**config.mk**
```make
export PLATFORM = sky130hd
export DESIGN_NAME = wb_stream_reader_ctrl
export DESIGN_NICKNAME = d
export VERILOG_FILES = /design/src/rtl/wb_stream_reader_ctrl.sv
export SDC_FILE = /design/constraint.sdc
export NUM_CORES = 1
export LEC_CHECK = 0
export BUFFER_PORTS_ARGS = -buffer_cell sky130_fd_sc_hd__buf_4
export CAP_MARGIN = 40
export CORE_MARGIN = 1
export CORE_UTILIZATION = 42
export CTS_BUF_LIST = sky130_fd_sc_hd__clkbuf_16
export CTS_CLUSTER_DIAMETER = 50
export DETAILED_ROUTE_END_ITERATION = 16
export PLACE_DENSITY_LB_ADDON = 0.15
export SYNTH_ARGS = -nofsm -noshare
export SYNTH_HDL_FRONTEND = slang
export SYNTH_SLANG_ARGS = --single-unit
```
**constraint.sdc**
```tcl
create_clock -name clk -period 9.25 [get_ports clk]
set_input_delay 0.925 -clock clk [delete_from_list [all_inputs] [get_ports clk]]
set_output_delay 0.925 -clock clk [all_outputs]
set_load 0.005 [all_outputs]
```
**src/rtl/wb_stream_reader_ctrl.sv**
```systemverilog
// Wishbone burst write engine: drains a first-word-fall-through FIFO into a
// circular memory buffer using incrementing bursts, pulsing irq on each wrap.
module wb_stream_reader_ctrl #(
    parameter int WB_AW         = 32,
    parameter int WB_DW         = 32,
    parameter int FIFO_AW       = 4,
    parameter int MAX_BURST_LEN = 2**FIFO_AW
) (
    input  logic                 clk,
    input  logic                 rst_n,
    output logic [WB_AW-1:0]     wbm_adr_o,
    output logic [WB_DW-1:0]     wbm_dat_o,
    output logic [WB_DW/8-1:0]   wbm_sel_o,
    output logic                 wbm_we_o,
    output logic                 wbm_cyc_o,
    output logic                 wbm_stb_o,
    output logic [2:0]           wbm_cti_o,
    output logic [1:0]           wbm_bte_o,
    input  logic [WB_DW-1:0]     wbm_dat_i,
    input  logic                 wbm_ack_i,
    input  logic                 wbm_err_i,
    input  logic                 wbm_rty_i,
    input  logic [WB_DW-1:0]     fifo_d,
    output logic                 fifo_rd,
    input  logic [FIFO_AW:0]     fifo_cnt,
    input  logic                 enable,
    input  logic [WB_AW-1:0]     start_adr,
    input  logic [WB_AW-1:0]     buf_size,
    input  logic [WB_AW-1:0]     burst_size,
    output logic                 irq,
    output logic                 bus_err,
    output logic                 busy
);

    localparam int               BW      = $clog2(MAX_BURST_LEN + 1);
    localparam logic [WB_AW-1:0] STRIDE  = WB_AW'(WB_DW / 8);
    localparam logic [WB_AW-1:0] MAX_LEN = WB_AW'(MAX_BURST_LEN);

    typedef enum logic [0:0] {
        IDLE  = 1'b0,
        BURST = 1'b1
    } state_t;

    state_t             state_q, state_d;
    logic [WB_AW-1:0]   word_cnt_q, word_cnt_d;
    logic [WB_AW-1:0]   buf_size_q, buf_size_d;
    logic [BW-1:0]      beat_cnt_q, beat_cnt_d;
    logic [WB_AW-1:0]   adr_q, adr_d;
    logic [2:0]         cti_q, cti_d;
    logic               cyc_q, cyc_d;
    logic               stb_q, stb_d;
    logic               irq_q, irq_d;
    logic               bus_err_q, bus_err_d;

    logic [WB_AW-1:0]   eff_s;
    logic [WB_AW-1:0]   start_idx_s;
    logic [WB_AW-1:0]   remain_s;
    logic [WB_AW-1:0]   len_s;
    logic [WB_AW-1:0]   word_inc_s;
    logic               ack_s;
    logic               unused_s;

    // Read data and retry carry no information for a write-only master;
    // retry is simply a wait because stb stays up until ack or err.
    assign unused_s = ^{wbm_dat_i, wbm_rty_i};

    assign ack_s     = wbm_ack_i & stb_q & (state_q == BURST);
    assign fifo_rd   = ack_s;
    assign wbm_adr_o = adr_q;
    assign wbm_dat_o = fifo_d;
    assign wbm_sel_o = '1;
    assign wbm_we_o  = cyc_q;
    assign wbm_cyc_o = cyc_q;
    assign wbm_stb_o = stb_q;
    assign wbm_cti_o = cti_q;
    assign wbm_bte_o = 2'b00;
    assign irq       = irq_q;
    assign bus_err   = bus_err_q;
    assign busy      = cyc_q;

    // Length of the next burst: clamped request, limited by the words left
    // before the buffer wraps. A stale word count beyond a shrunken buffer
    // restarts at the base rather than running past the end.
    always_comb begin
        eff_s = burst_size;
        if (burst_size == '0) begin
            eff_s = WB_AW'(1);
        end else if (burst_size > MAX_LEN) begin
            eff_s = MAX_LEN;
        end else begin
            eff_s = burst_size;
        end
        if (word_cnt_q >= buf_size) begin
            start_idx_s = '0;
        end else begin
            start_idx_s = word_cnt_q;
        end
        remain_s = buf_size - start_idx_s;
        if (eff_s < remain_s) begin
            len_s = eff_s;
        end else begin
            len_s = remain_s;
        end
    end

    // Next-state and registered-output logic for the IDLE/BURST controller.
    always_comb begin
        state_d    = state_q;
        word_cnt_d = word_cnt_q;
        buf_size_d = buf_size_q;
        beat_cnt_d = beat_cnt_q;
        adr_d      = adr_q;
        cti_d      = cti_q;
        cyc_d      = cyc_q;
        stb_d      = stb_q;
        irq_d      = 1'b0;
        bus_err_d  = bus_err_q;
        word_inc_s = word_cnt_q + WB_AW'(1);
        case (state_q)
            IDLE: begin
                cyc_d = 1'b0;
                stb_d = 1'b0;
                cti_d = 3'b000;
                if (!enable) begin
                    word_cnt_d = '0;
                    bus_err_d  = 1'b0;
                end else if (!bus_err_q && (buf_size != '0) &&
                             (WB_AW'(fifo_cnt) >= len_s)) begin
                    state_d    = BURST;
                    word_cnt_d = start_idx_s;
                    buf_size_d = buf_size;
                    beat_cnt_d = BW'(len_s);
                    adr_d      = start_adr + start_idx_s * STRIDE;
                    cyc_d      = 1'b1;
                    stb_d      = 1'b1;
                    cti_d      = (len_s == WB_AW'(1)) ? 3'b111 : 3'b010;
                end else begin
                    state_d = IDLE;
                end
            end
            BURST: begin
                if (ack_s) begin
                    adr_d      = adr_q + STRIDE;
                    beat_cnt_d = beat_cnt_q - BW'(1);
                    if (beat_cnt_q == BW'(1)) begin
                        state_d = IDLE;
                        cyc_d   = 1'b0;
                        stb_d   = 1'b0;
                        cti_d   = 3'b000;
                        if (word_inc_s >= buf_size_q) begin
                            word_cnt_d = '0;
                            irq_d      = 1'b1;
                        end else begin
                            word_cnt_d = word_inc_s;
                        end
                    end else begin
                        word_cnt_d = word_inc_s;
                        cti_d      = (beat_cnt_q == BW'(2)) ? 3'b111 : 3'b010;
                    end
                end else if (wbm_err_i) begin
                    state_d   = IDLE;
                    cyc_d     = 1'b0;
                    stb_d     = 1'b0;
                    cti_d     = 3'b000;
                    bus_err_d = 1'b1;
                end else begin
                    state_d = BURST;
                end
            end
            default: begin
                state_d = IDLE;
                cyc_d   = 1'b0;
                stb_d   = 1'b0;
                cti_d   = 3'b000;
            end
        endcase
    end

    // State and output registers with asynchronous active-low reset.
    always_ff @(posedge clk or negedge rst_n) begin
        if (!rst_n) begin
            state_q    <= IDLE;
            word_cnt_q <= '0;
            buf_size_q <= '0;
            beat_cnt_q <= '0;
            adr_q      <= '0;
            cti_q      <= 3'b000;
            cyc_q      <= 1'b0;
            stb_q      <= 1'b0;
            irq_q      <= 1'b0;
            bus_err_q  <= 1'b0;
        end else begin
            state_q    <= state_d;
            word_cnt_q <= word_cnt_d;
            buf_size_q <= buf_size_d;
            beat_cnt_q <= beat_cnt_d;
            adr_q      <= adr_d;
            cti_q      <= cti_d;
            cyc_q      <= cyc_d;
            stb_q      <= stb_d;
            irq_q      <= irq_d;
            bus_err_q  <= bus_err_d;
        end
    end

endmodule

```
==> reports/qor_table.md, run 1 <==
| Item | Reported | Unit |
|:---|:---|:---|
| Max cap viols | 0 | - |
| Die ar. | 0.0301 | mm^2 |
| Run status | finished, final reports clean | - |
| Final non-filler cell total | 2097 | - |
| Register clock-pin slew on the reported worst setup and hold paths | 0.08 | ns |
| IR drop worst, VDD | 0.0000799 | V |
| Cell count after synthesis | 1575 | - |
| Max-slew headroom | 44.7 | % |
| R2R depth | 35 | - |
| TritonCTS clock tree | done | - |
| Final number of max-transition violations | 0 | - |
| Residual DRC | 0 | - |
| Final TNS setup | 0 | ns |
| Avg Inst Size Synth | 7.85 | um^2 |
| Critical R2R Launch | word_cnt_q[9]$_DFFE_PN0P_ | - |
| CTS hold repair buffers | 0 | - |
| Final global-route overflow total | 0 | - |
| Yosys Warn Count | 0 | - |
| Die height | 174 | um |
| Setup slack of the worst register-to-register path | 0.83 | ns |
| Largest cells by area after synthesis | sky130_fd_sc_hd__dfrtp_1, sky130_fd_sc_hd__ha_1, sky130_fd_sc_hd__o21ai_0, sky130_fd_sc_hd__a21oi_1, sky130_fd_sc_hd__inv_1 | - |
| Initial Utilization | 42.9 | % |
| Startpoint type of the worst setup path | input pin | - |
| Detailed Route WL | 37500 | um |
| Crit. End Element | flip-flop | - |
| Leak Pwr | 7.12 | nW |
| Register bit total from synthesis | 107 | - |
| Predominant post-synthesis flop cell | sky130_fd_sc_hd__dfrtp_1 | - |
| DRC marker count from the first detailed-route iteration | 742 | - |
| Origin of the worst min-delay path | wbm_adr_o[0]$_DFFE_PN0P_ | - |
| Proportion of synthesized chip area in sequential cells | 21.6 | % |
| Combined global-route utilization of all metal layers | 24.8 | % |
| Endpoint arrival time on the critical path | 8.86 | ns |
| Hold Path Depth | 1 | - |
| Pwr/cell area | 154 | mW/mm^2 |
| Count of buffers inserted at the top-level ports | 147 | - |
| I/O pin count | 251 | - |
| Placer's final routability congestion estimate | 0.879 | - |
| Per-cell via count in the routed design | 5.74 | - |
| Overall power after layout | 2.19 | mW |
| Yosys top cell by area | sky130_fd_sc_hd__dfrtp_1 | - |
| Setup Viol. Count Final | 0 | - |
| Number of enable flip-flop cells after synthesis | 0 | - |
| Peak per-stage delay on the critical path | 0.49 | ns |
| Number of cells in the design after placement | 2081 | - |
| Worst Hold Class | flip-flop to flip-flop | - |
| Final worst hold slack | 0.516 | ns |
| Top Family by Delay on Critical Path | compound AO/OA/AOI/OAI gates | - |
| Final critical-path required period | 8.62 | ns |
| Cell repeated most along the worst path | sky130_fd_sc_hd__buf_4 | - |
| Count of antenna-violating nets left after detailed routing | 0 | - |
| Row count | 62 | - |
| Clock tree skew after final layout | 0.0135 | ns |
| Top cell type's share of synthesized area | 21.6 | % |
| Highest clock rate | 0.116 | GHz |
| Post-synth ARST share | 100 | % |
| Pin slew with the least headroom to its limit | 0.830 | ns |
| Final period util | 93.1 | % |
| Filler Cells Inserted | 2833 | - |
| Placeable core region | 0.0289 | mm^2 |
| Clock network latency to the later pin of the worst-skew pair | 0.37 | ns |
| First-pass GRT wire length | 59800 | um |
| Required time of the critical path | 9.50 | ns |
| Largest net degree at the start of global routing | 60 | - |
| Maximum buffer depth of the clock tree | 2 | - |
| Endpoint of the most critical register-to-register path | word_cnt_q[29]$_DFFE_PN0P_ | - |
| TritonCTS sink count | 107 | - |
| Critical path class | input pin to flip-flop | - |
| Depth of the CTS H-tree | 3 | - |
| Vias in the first global route | 11400 | - |
| Half-perimeter wire length of the detailed placement result | 30000 | um |
| Clk root buf | sky130_fd_sc_hd__clkbuf_16 | - |
| Number of buffers created by CTS | 9 | - |
| Largest fanout of any net on the critical path | 17 | - |
| Setup repair after global routing missed its margin | no | - |
| Die span in x | 174 | um |
| Post-placement cell area | 0.0139 | mm^2 |
| Layout cell share with drive strength beyond 1 | 14.9 | % |
| Number of buffers and inverters on the critical path | 6 | - |
| Nets | 2046 | - |
| Distinct cell type count of the synthesized netlist | 91 | - |
| Number of vias after detailed routing | 12000 | - |
| Detailed-routing iteration count for the pre-antenna-repair pass | 5 | - |
| Number of antenna repair diodes | 0 | - |
| Top library cells by usage in the layout, fill and taps aside | sky130_fd_sc_hd__buf_4, sky130_fd_sc_hd__ha_1, sky130_fd_sc_hd__inv_1, sky130_fd_sc_hd__nand2_1, sky130_fd_sc_hd__o21ai_0 | - |
| Final Instance Area | 0.0142 | mm^2 |
| Synth Cell Area | 0.0124 | mm^2 |
| Commonest non-fill, non-tap cell in the layout | sky130_fd_sc_hd__buf_4 | - |
| Crit path max-delay cell type | sky130_fd_sc_hd__a2111oi_0 | - |
| Synth-to-layout area growth | 15.0 | % |
| Final routed wire length divided by cell count | 17.9 | um |
| Antenna violations before repair | 0 | - |
| Worst Hold End | wbm_adr_o[0]$_DFFE_PN0P_ | - |
| Final-report hold violation count | 0 | - |
[worst max path at each step]
| stage | from | endpoint | slack, ns | depth (start not counted) |
|---|---|---|---|---|
| final | buf_size[9] | word_cnt_q[29]$_DFFE_PN0P_ | 0.63 | 37 |
| after global routing | buf_size[9] | wbm_cti_o[0]$_DFFE_PN0P_ | 0.01 | 38 |
| after CTS | buf_size[9] | word_cnt_q[29]$_DFFE_PN0P_ | 0.57 | 37 |
| after detailed placement | buf_size[9] | word_cnt_q[29]$_DFFE_PN0P_ | 0.25 | 37 |
| after global placement | buf_size[9] | word_cnt_q[31]$_DFFE_PN0P_ | 0.28 | 37 |
| after floorplan | buf_size[2] | wbm_adr_o[28]$_DFFE_PN0P_ | 1.13 | 36 |
[cells by family after synthesis]
logic type	count (synthesis)	synth area share, %
other cells	2	0.0607
flops	107	21.6
xor+xnor	77	5.62
simple gates	490	19.9
compound gates	474	25.5
mux	16	1.40
fa+ha+maj	167	17.0
buf+inv	242	8.84
[registers in the layout, indices dropped and copies added (netlist names)]
register    flops
wbm_stb_o       1
bus_err         1
word_cnt_q     32
irq             1
beat_cnt_q      5
buf_size_q     32
wbm_adr_o      32
wbm_cti_o       2
state_q         1
[final cells by class]
cell class                 instances  area, um^2  share of cell area [%]
tap                              384         480                    3.38
timing repair buffer             194        1490                    10.5
clock buffer                       9         225                    1.58
clock inverter                     7        92.6                   0.651
inverter                         139         522                    3.67
sequential                       107        2680                    18.8
multi-input combinational       1257        8730                    61.4
[power by group]
group	switching [mW]	leakage (nW)	internal (mW)
registers	0.129	1.36	0.618
clock network	0.202	0.153	0.238
logic	0.549	5.60	0.454
[stage by stage]
stage	utilization (%)	setup WS (ns)
6_report	49.3	0.634
3_5_place_dp	48.2	0.249
4_1_cts	49.3	0.569
3_3_place_gp	48.1	0.282
2_1_floorplan	-	1.13
5_1_grt	49.3	0.0140
[layer usage]
layer	wire, um	global-route usage [%]	vias to the layer above	share of wire [%]
met5	0	0	-	0
met4	811	7.02	0	2.2
met3	1460	2.04	36	3.9
met2	17200	41.3	295	46
met1	18000	34.2	5743	48
li1	-	-	5962	-
[cells in the mapped netlist, types with 7 or more instances]
library cell                instances
sky130_fd_sc_hd__a31oi_1           30
sky130_fd_sc_hd__inv_1            138
sky130_fd_sc_hd__xnor2_1           37
sky130_fd_sc_hd__clkbuf_1          42
sky130_fd_sc_hd__nor3_1            29
sky130_fd_sc_hd__o211ai_1          15
sky130_fd_sc_hd__xor2_1            38
sky130_fd_sc_hd__o221ai_1           8
sky130_fd_sc_hd__a21oi_1          110
sky130_fd_sc_hd__buf_2             13
sky130_fd_sc_hd__o21a_1            17
sky130_fd_sc_hd__o21ai_0          125
sky130_fd_sc_hd__o21bai_1           8
sky130_fd_sc_hd__nand4_1           38
sky130_fd_sc_hd__nand2b_1          21
sky130_fd_sc_hd__ha_1             165
sky130_fd_sc_hd__nand3_1           79
sky130_fd_sc_hd__a2111oi_0          7
sky130_fd_sc_hd__and3_1            36
sky130_fd_sc_hd__nor3b_1            7
sky130_fd_sc_hd__dfrtp_1          107
sky130_fd_sc_hd__a211oi_1           8
sky130_fd_sc_hd__a21o_1            41
sky130_fd_sc_hd__buf_4             43
sky130_fd_sc_hd__nand2_1          130
sky130_fd_sc_hd__nor2_1            78
sky130_fd_sc_hd__a221o_1           10
sky130_fd_sc_hd__mux2_2             9
sky130_fd_sc_hd__nor4_1            18
sky130_fd_sc_hd__or2_2              9
sky130_fd_sc_hd__and2_1            15
[repair_timing]
action / 4_1_cts / 5_1_grt
gates resized for setup: 0 / 2
setup buffers: 0 / 0
endpoints found under the setup margin: 0 / 10
(Power assumes the default switching activity.)
==> inputs of run 2 (changes only) <==
--- a/config.mk
+++ b/config.mk
@@ -5,13 +5,13 @@
 export SDC_FILE = /design/constraint.sdc
 export NUM_CORES = 1
 export LEC_CHECK = 0
-export BUFFER_PORTS_ARGS = -buffer_cell sky130_fd_sc_hd__buf_4
-export CAP_MARGIN = 40
+export CAP_MARGIN = 10
 export CORE_MARGIN = 1
 export CORE_UTILIZATION = 42
 export CTS_BUF_LIST = sky130_fd_sc_hd__clkbuf_16
 export CTS_CLUSTER_DIAMETER = 50
 export DETAILED_ROUTE_END_ITERATION = 16
+export DONT_BUFFER_PORTS = 1
 export PLACE_DENSITY_LB_ADDON = 0.15
 export SYNTH_ARGS = -nofsm -noshare
 export SYNTH_HDL_FRONTEND = slang
==> run 2 against run 1 <==
  * Sequential power increased by 2%
  * Critical path depth fell by 1
  * Core utilization fell by 3.7 points
  * Worst setup slack better by 0.075 ns
  * Clock skew grew 0.0011 ns
  * Wire length down 1.6%
  * Sequential cell count unchanged
==> reports/qor_table.md, run 2 (same netlist as run 1, synthesis figures left out) <==
| Item | Reported | Unit |
|:---|:---|:---|
| Run status | finished, final reports clean | - |
| Final-report hold violation count | 0 | - |
| Die height | 174 | um |
| Maximum buffer depth of the clock tree | 2 | - |
| Detailed-routing iteration count for the pre-antenna-repair pass | 5 | - |
| Per-cell via count in the routed design | 5.80 | - |
| Max-slew headroom | 34.6 | % |
| Highest clock rate | 0.117 | GHz |
| Layout cell share with drive strength beyond 1 | 6.84 | % |
| Final critical-path required period | 8.54 | ns |
| Peak per-stage delay on the critical path | 0.48 | ns |
| Largest net degree at the start of global routing | 108 | - |
| Die span in x | 174 | um |
| Clock tree skew after final layout | 0.0146 | ns |
| Combined global-route utilization of all metal layers | 24.6 | % |
| Final routed wire length divided by cell count | 18.9 | um |
| Placer's final routability congestion estimate | 0.889 | - |
| Count of antenna-violating nets left after detailed routing | 0 | - |
| Final setup margin | 0.709 | ns |
| Pwr/cell area | 154 | mW/mm^2 |
| Residual DRC | 0 | - |
| Nets | 1899 | - |
| Cell repeated most along the worst path | sky130_fd_sc_hd__ha_1 | - |
| Crit path max-delay cell type | sky130_fd_sc_hd__a2111oi_0 | - |
| Crit. End Element | flip-flop | - |
| IR drop worst, VDD | 0.0000998 | V |
| Final TNS setup | 0 | ns |
| Count of buffers inserted at the top-level ports | 0 | - |
| Startpoint type of the worst setup path | input pin | - |
| Required time of the critical path | 9.50 | ns |
| Detailed Route WL | 36900 | um |
| Utilization of the core after routing | 45.6 | % |
| Final number of max-transition violations | 0 | - |
| TritonCTS sink count | 107 | - |
| Pre-CTS setup slack | 0.263 | ns |
| Setup slack of the worst register-to-register path | 0.75 | ns |
| Register clock-pin slew on the reported worst setup and hold paths | 0.08 | ns |
| I/O pin count | 251 | - |
| Endpoint arrival time on the critical path | 8.79 | ns |
| Final global-route overflow total | 0 | - |
| Number of antenna repair diodes | 0 | - |
| Critical path class | input pin to flip-flop | - |
| Worst Hold Class | input pin to async pin | - |
| R2R depth | 36 | - |
| Vias in the first global route | 10900 | - |
| DRC marker count from the first detailed-route iteration | 752 | - |
| Largest fanout of any net on the critical path | 17 | - |
| Row count | 62 | - |
| Clk root buf | sky130_fd_sc_hd__clkbuf_16 | - |
| Half-perimeter wire length of the detailed placement result | 28900 | um |
| Setup Viol. Count Final | 0 | - |
| Die ar. | 0.0301 | mm^2 |
| Number of buffers created by CTS | 9 | - |
| TritonCTS clock tree | done | - |
| Top library cells by usage in the layout, fill and taps aside | sky130_fd_sc_hd__ha_1, sky130_fd_sc_hd__inv_1, sky130_fd_sc_hd__nand2_1, sky130_fd_sc_hd__o21ai_0, sky130_fd_sc_hd__a21oi_1 | - |
| Leak Pwr | 6.42 | nW |
| Max cap viols | 0 | - |
| Synth-to-layout area growth | 6.44 | % |
| Clock network latency to the later pin of the worst-skew pair | 0.37 | ns |
| Commonest non-fill, non-tap cell in the layout | sky130_fd_sc_hd__ha_1 | - |
| CTS hold repair buffers | 0 | - |
| First-pass GRT wire length | 59400 | um |
| Number of vias after detailed routing | 11300 | - |
| Overall power after layout | 2.03 | mW |
| Setup repair after global routing missed its margin | no | - |
| Depth of the CTS H-tree | 3 | - |
| Placeable core region | 0.0289 | mm^2 |
| Final period util | 92.3 | % |
| Antenna violations before repair | 0 | - |
| Pin slew with the least headroom to its limit | 0.981 | ns |
| Initial Utilization | 42.9 | % |
[run 2: worst paths after layout]
kind	startpoint	to
max	buf_size[9]	word_cnt_q[21]$_DFFE_PN0P_
min in group clk	wbm_adr_o[1]$_DFFE_PN0P_	wbm_adr_o[1]$_DFFE_PN0P_
max in group asynchronous	rst_n	word_cnt_q[9]$_DFFE_PN0P_
max reg2reg	word_cnt_q[5]$_DFFE_PN0P_	word_cnt_q[21]$_DFFE_PN0P_
min reg2reg	wbm_adr_o[1]$_DFFE_PN0P_	wbm_adr_o[1]$_DFFE_PN0P_
min	rst_n	beat_cnt_q[4]$_DFFE_PN0P_
[run 2: timing repair]
| item | CTS | global route |
|---|---|---|
| setup buffers | 0 | 0 |
| gates resized for setup | 0 | 2 |
| hold endpoints to repair | 0 | 0 |
| setup endpoints to repair | 0 | 3 |
[run 2: power breakdown]
group,switching [mW],internal [mW]
registers,0.144,0.618
clock network,0.200,0.235
logic,0.485,0.352
total,0.829,1.20
[run 2: stage by stage]
step	hold slack [ns]	instance area, um^2	std cells
floorplan	0.482	12500	1606
global placement	0.515	12900	1934
detailed placement	0.519	12900	1934
CTS	0.229	13200	1949
global route	0.229	13200	1949
finish	0.238	13200	1949
[run 2: final cells by class]
| type | count | area [um^2] |
|---|---|---|
| clock inverter | 6 | 83.8 |
| fill | 2939 | 15700 |
| inverter | 139 | 522 |
| sequential | 107 | 2680 |
| multi-input combinational | 1257 | 8730 |
| tap | 384 | 480 |
| timing repair buffer | 47 | 444 |
| clock buffer | 9 | 225 |
[run 2: routing by layer]
metal | vias to the layer above | GRT usage [%] | routed length, um | part of all wire (%)
met5 | - | 0 | 0 | 0
met4 | 0 | 6.14 | 573 | 1.6
met3 | 35 | 3.09 | 1750 | 4.7
met2 | 302 | 40.6 | 16900 | 46
met1 | 5328 | 34.0 | 17700 | 48
li1 | 5644 | - | - | -
[run 2: worst max-delay path: cells and delay by family]
kind / cells / cell delay (ns)
adder cells (fa/ha/maj): 4 / 1.13
buffers and inverters: 5 / 0.83
AO/OA/AOI/OAI: 16 / 3.75
multiplexers: 1 / 0.29
XOR/XNOR: 1 / 0.27
AND/OR/NAND/NOR: 9 / 1.56
==> inputs of run 3 (changes only) <==
--- a/config.mk
+++ b/config.mk
@@ -7,7 +7,7 @@
 export LEC_CHECK = 0
 export CAP_MARGIN = 10
 export CORE_MARGIN = 1
-export CORE_UTILIZATION = 42
+export CORE_UTILIZATION = 40
 export CTS_BUF_LIST = sky130_fd_sc_hd__clkbuf_16
 export CTS_CLUSTER_DIAMETER = 50
 export DETAILED_ROUTE_END_ITERATION = 16
==> constraint.sdc (replaced) <==
create_clock -name clk -period 9.25 [get_ports clk]
set_input_delay 0.925 -clock clk [delete_from_list [all_inputs] [get_ports clk]]
set_output_delay 0.925 -clock clk [all_outputs]
set_load 0.1 [all_outputs]
==> run 3 against run 2 <==
  * Register-to-register slack gained 0.02 ns
  * Count of clock-buffer cells in the layout unchanged
  * Cell count grew 1.7%
  * Combinational power grew 4.1%
  * Worst hold slack improved by 0.0076 ns
  * Core utilization down 2.0 points
  * Clock skew decreased by 0.0062 ns
  * Worst setup slack better by 0.0022 ns
  * Critical path type unchanged
  * Largest cell class unchanged
==> reports/qor_table.md, run 3 (same netlist as run 1, synthesis figures left out) <==
| Item | Reported | Unit |
|:---|:---|:---|
| Run status | finished, final reports clean | - |
| Final Instance Area | 0.0133 | mm^2 |
| Utilization of the core after routing | 43.7 | % |
| Setup Viol. Count Final | 0 | - |
| Placer's final routability congestion estimate | 0.893 | - |
| Clk root buf | sky130_fd_sc_hd__clkbuf_16 | - |
| Largest net degree at the start of global routing | 108 | - |
| DRC marker count from the first detailed-route iteration | 672 | - |
| Combined global-route utilization of all metal layers | 24.3 | % |
| Post-placement cell area | 0.0130 | mm^2 |
| Residual DRC | 0 | - |
| TritonCTS sink count | 107 | - |
| Max-slew headroom | 25.5 | % |
| Leak Pwr | 6.51 | nW |
| Nets | 1920 | - |
| Max cap viols | 0 | - |
| Antenna violations before repair | 0 | - |
| Pin slew with the least headroom to its limit | 1.12 | ns |
| Number of antenna repair diodes | 0 | - |
| Depth of the CTS H-tree | 3 | - |
| Count of antenna-violating nets left after detailed routing | 0 | - |
| Die ar. | 0.0316 | mm^2 |
| Detailed-routing iteration count for the pre-antenna-repair pass | 7 | - |
| Final TNS setup | 0 | ns |
| Startpoint type of the worst setup path | input pin | - |
| Final number of max-transition violations | 0 | - |
| Crit. End Element | flip-flop | - |
| IR drop worst, VDD | 0.000122 | V |
| Crit path max-delay cell type | sky130_fd_sc_hd__or4_1 | - |
| Final period util | 92.3 | % |
| Maximum buffer depth of the clock tree | 2 | - |
| Setup repair after global routing missed its margin | no | - |
| Final non-filler cell total | 1982 | - |
| Register clock-pin slew on the reported worst setup and hold paths | 0.07 | ns |
| Top library cells by usage in the layout, fill and taps aside | sky130_fd_sc_hd__ha_1, sky130_fd_sc_hd__inv_1, sky130_fd_sc_hd__nand2_1, sky130_fd_sc_hd__o21ai_0, sky130_fd_sc_hd__a21oi_1 | - |
| TritonCTS clock tree | done | - |
| Highest clock rate | 0.117 | GHz |
| Per-cell via count in the routed design | 5.78 | - |
| Critical R2R Launch | word_cnt_q[17]$_DFFE_PN0P_ | - |
| Critical path class | input pin to flip-flop | - |
| CP Launch Point | buf_size[19] | - |
| Count of buffers inserted at the top-level ports | 0 | - |
| Final routed wire length divided by cell count | 19.0 | um |
| Detailed Route WL | 37800 | um |
| Clock tree skew after final layout | 0.00840 | ns |
| Worst Hold Class | input pin to async pin | - |
| Half-perimeter wire length of the detailed placement result | 30000 | um |
| Initial Utilization | 40.5 | % |
| Placeable core region | 0.0305 | mm^2 |
| Required time of the critical path | 9.50 | ns |
| Number of vias after detailed routing | 11500 | - |
| Die span in x | 178 | um |
| Synth-to-layout area growth | 7.70 | % |
| Clock network latency to the later pin of the worst-skew pair | 0.37 | ns |
| Final critical-path required period | 8.54 | ns |
| Endpoint arrival time on the critical path | 8.79 | ns |
| Pwr/cell area | 191 | mW/mm^2 |
| First-pass GRT wire length | 60100 | um |
| Number of buffers created by CTS | 9 | - |
| I/O pin count | 251 | - |
| Layout cell share with drive strength beyond 1 | 8.32 | % |
| Peak per-stage delay on the critical path | 0.55 | ns |
| Vias in the first global route | 11200 | - |
| Die height | 178 | um |
| Row count | 64 | - |
| Commonest non-fill, non-tap cell in the layout | sky130_fd_sc_hd__ha_1 | - |
| Final-report hold violation count | 0 | - |
| R2R depth | 39 | - |
| Largest fanout of any net on the critical path | 20 | - |
| Final global-route overflow total | 0 | - |
| Number of cells in the design after placement | 1965 | - |
run 3: critical path: cells and delay by family:
kind	cells	cell delay, ns
compound gates	18	3.24
xor+xnor	1	0.40
simple gates	10	1.84
fa+ha+maj	4	1.34
buf+inv	7	1.03
run 3: worst paths after layout:
path                       slack (ns)                          to
hold / removal                   0.25   beat_cnt_q[4]$_DFFE_PN0P_
max in group asynchronous        8.85  word_cnt_q[21]$_DFFE_PN0P_
hold reg to reg                  0.54   beat_cnt_q[4]$_DFFE_PN0P_
setup reg to reg                 0.77   wbm_adr_o[15]$_DFFE_PN0P_
setup / recovery                 0.71   wbm_adr_o[15]$_DFFE_PN0P_
min in group clk                 0.54   beat_cnt_q[4]$_DFFE_PN0P_
run 3: metrics by stage:
step	power, mW	hold slack [ns]	worst slack, ns
after floorplan	1.94	0.482	1.12
after global placement	2.13	0.512	0.107
after detailed placement	2.16	0.514	0.0244
after CTS	2.55	0.235	0.369
after global routing	2.71	0.230	0.00710
final	2.55	0.246	0.711
run 3: layer usage:
metal	share of wire, %	GRT usage (%)	up-vias	wire length, um
met1	47	32.3	5410	17800
met2	46	39.8	287	17200
li1	-	-	5705	-
met5	0	0	-	0
met3	4.4	3.34	56	1670
met4	3.0	8.62	0	1120
run 3: power by group:
part           switching (mW)  internal, mW
clock network           0.190         0.205
logic                   0.503         0.367
registers               0.679         0.604
run 3: area by class of cell:
class	count	area (um^2)
Clock inverter	6	48.8
Fill cell	3092	17200
Tap cell	396	495
Multi-Input combinational cell	1257	8760
Timing Repair Buffer	68	586
Clock buffer	9	225
Inverter	139	522
Sequential cell	107	2680
run 3: what timing repair did:
item                                    in CTS  in global routing
setup buffers                                0                  2
endpoints found under the hold margin        0                  0
resized for setup                            0                  7
hold buffers                                 0                  0
endpoints found under the setup margin       0                105
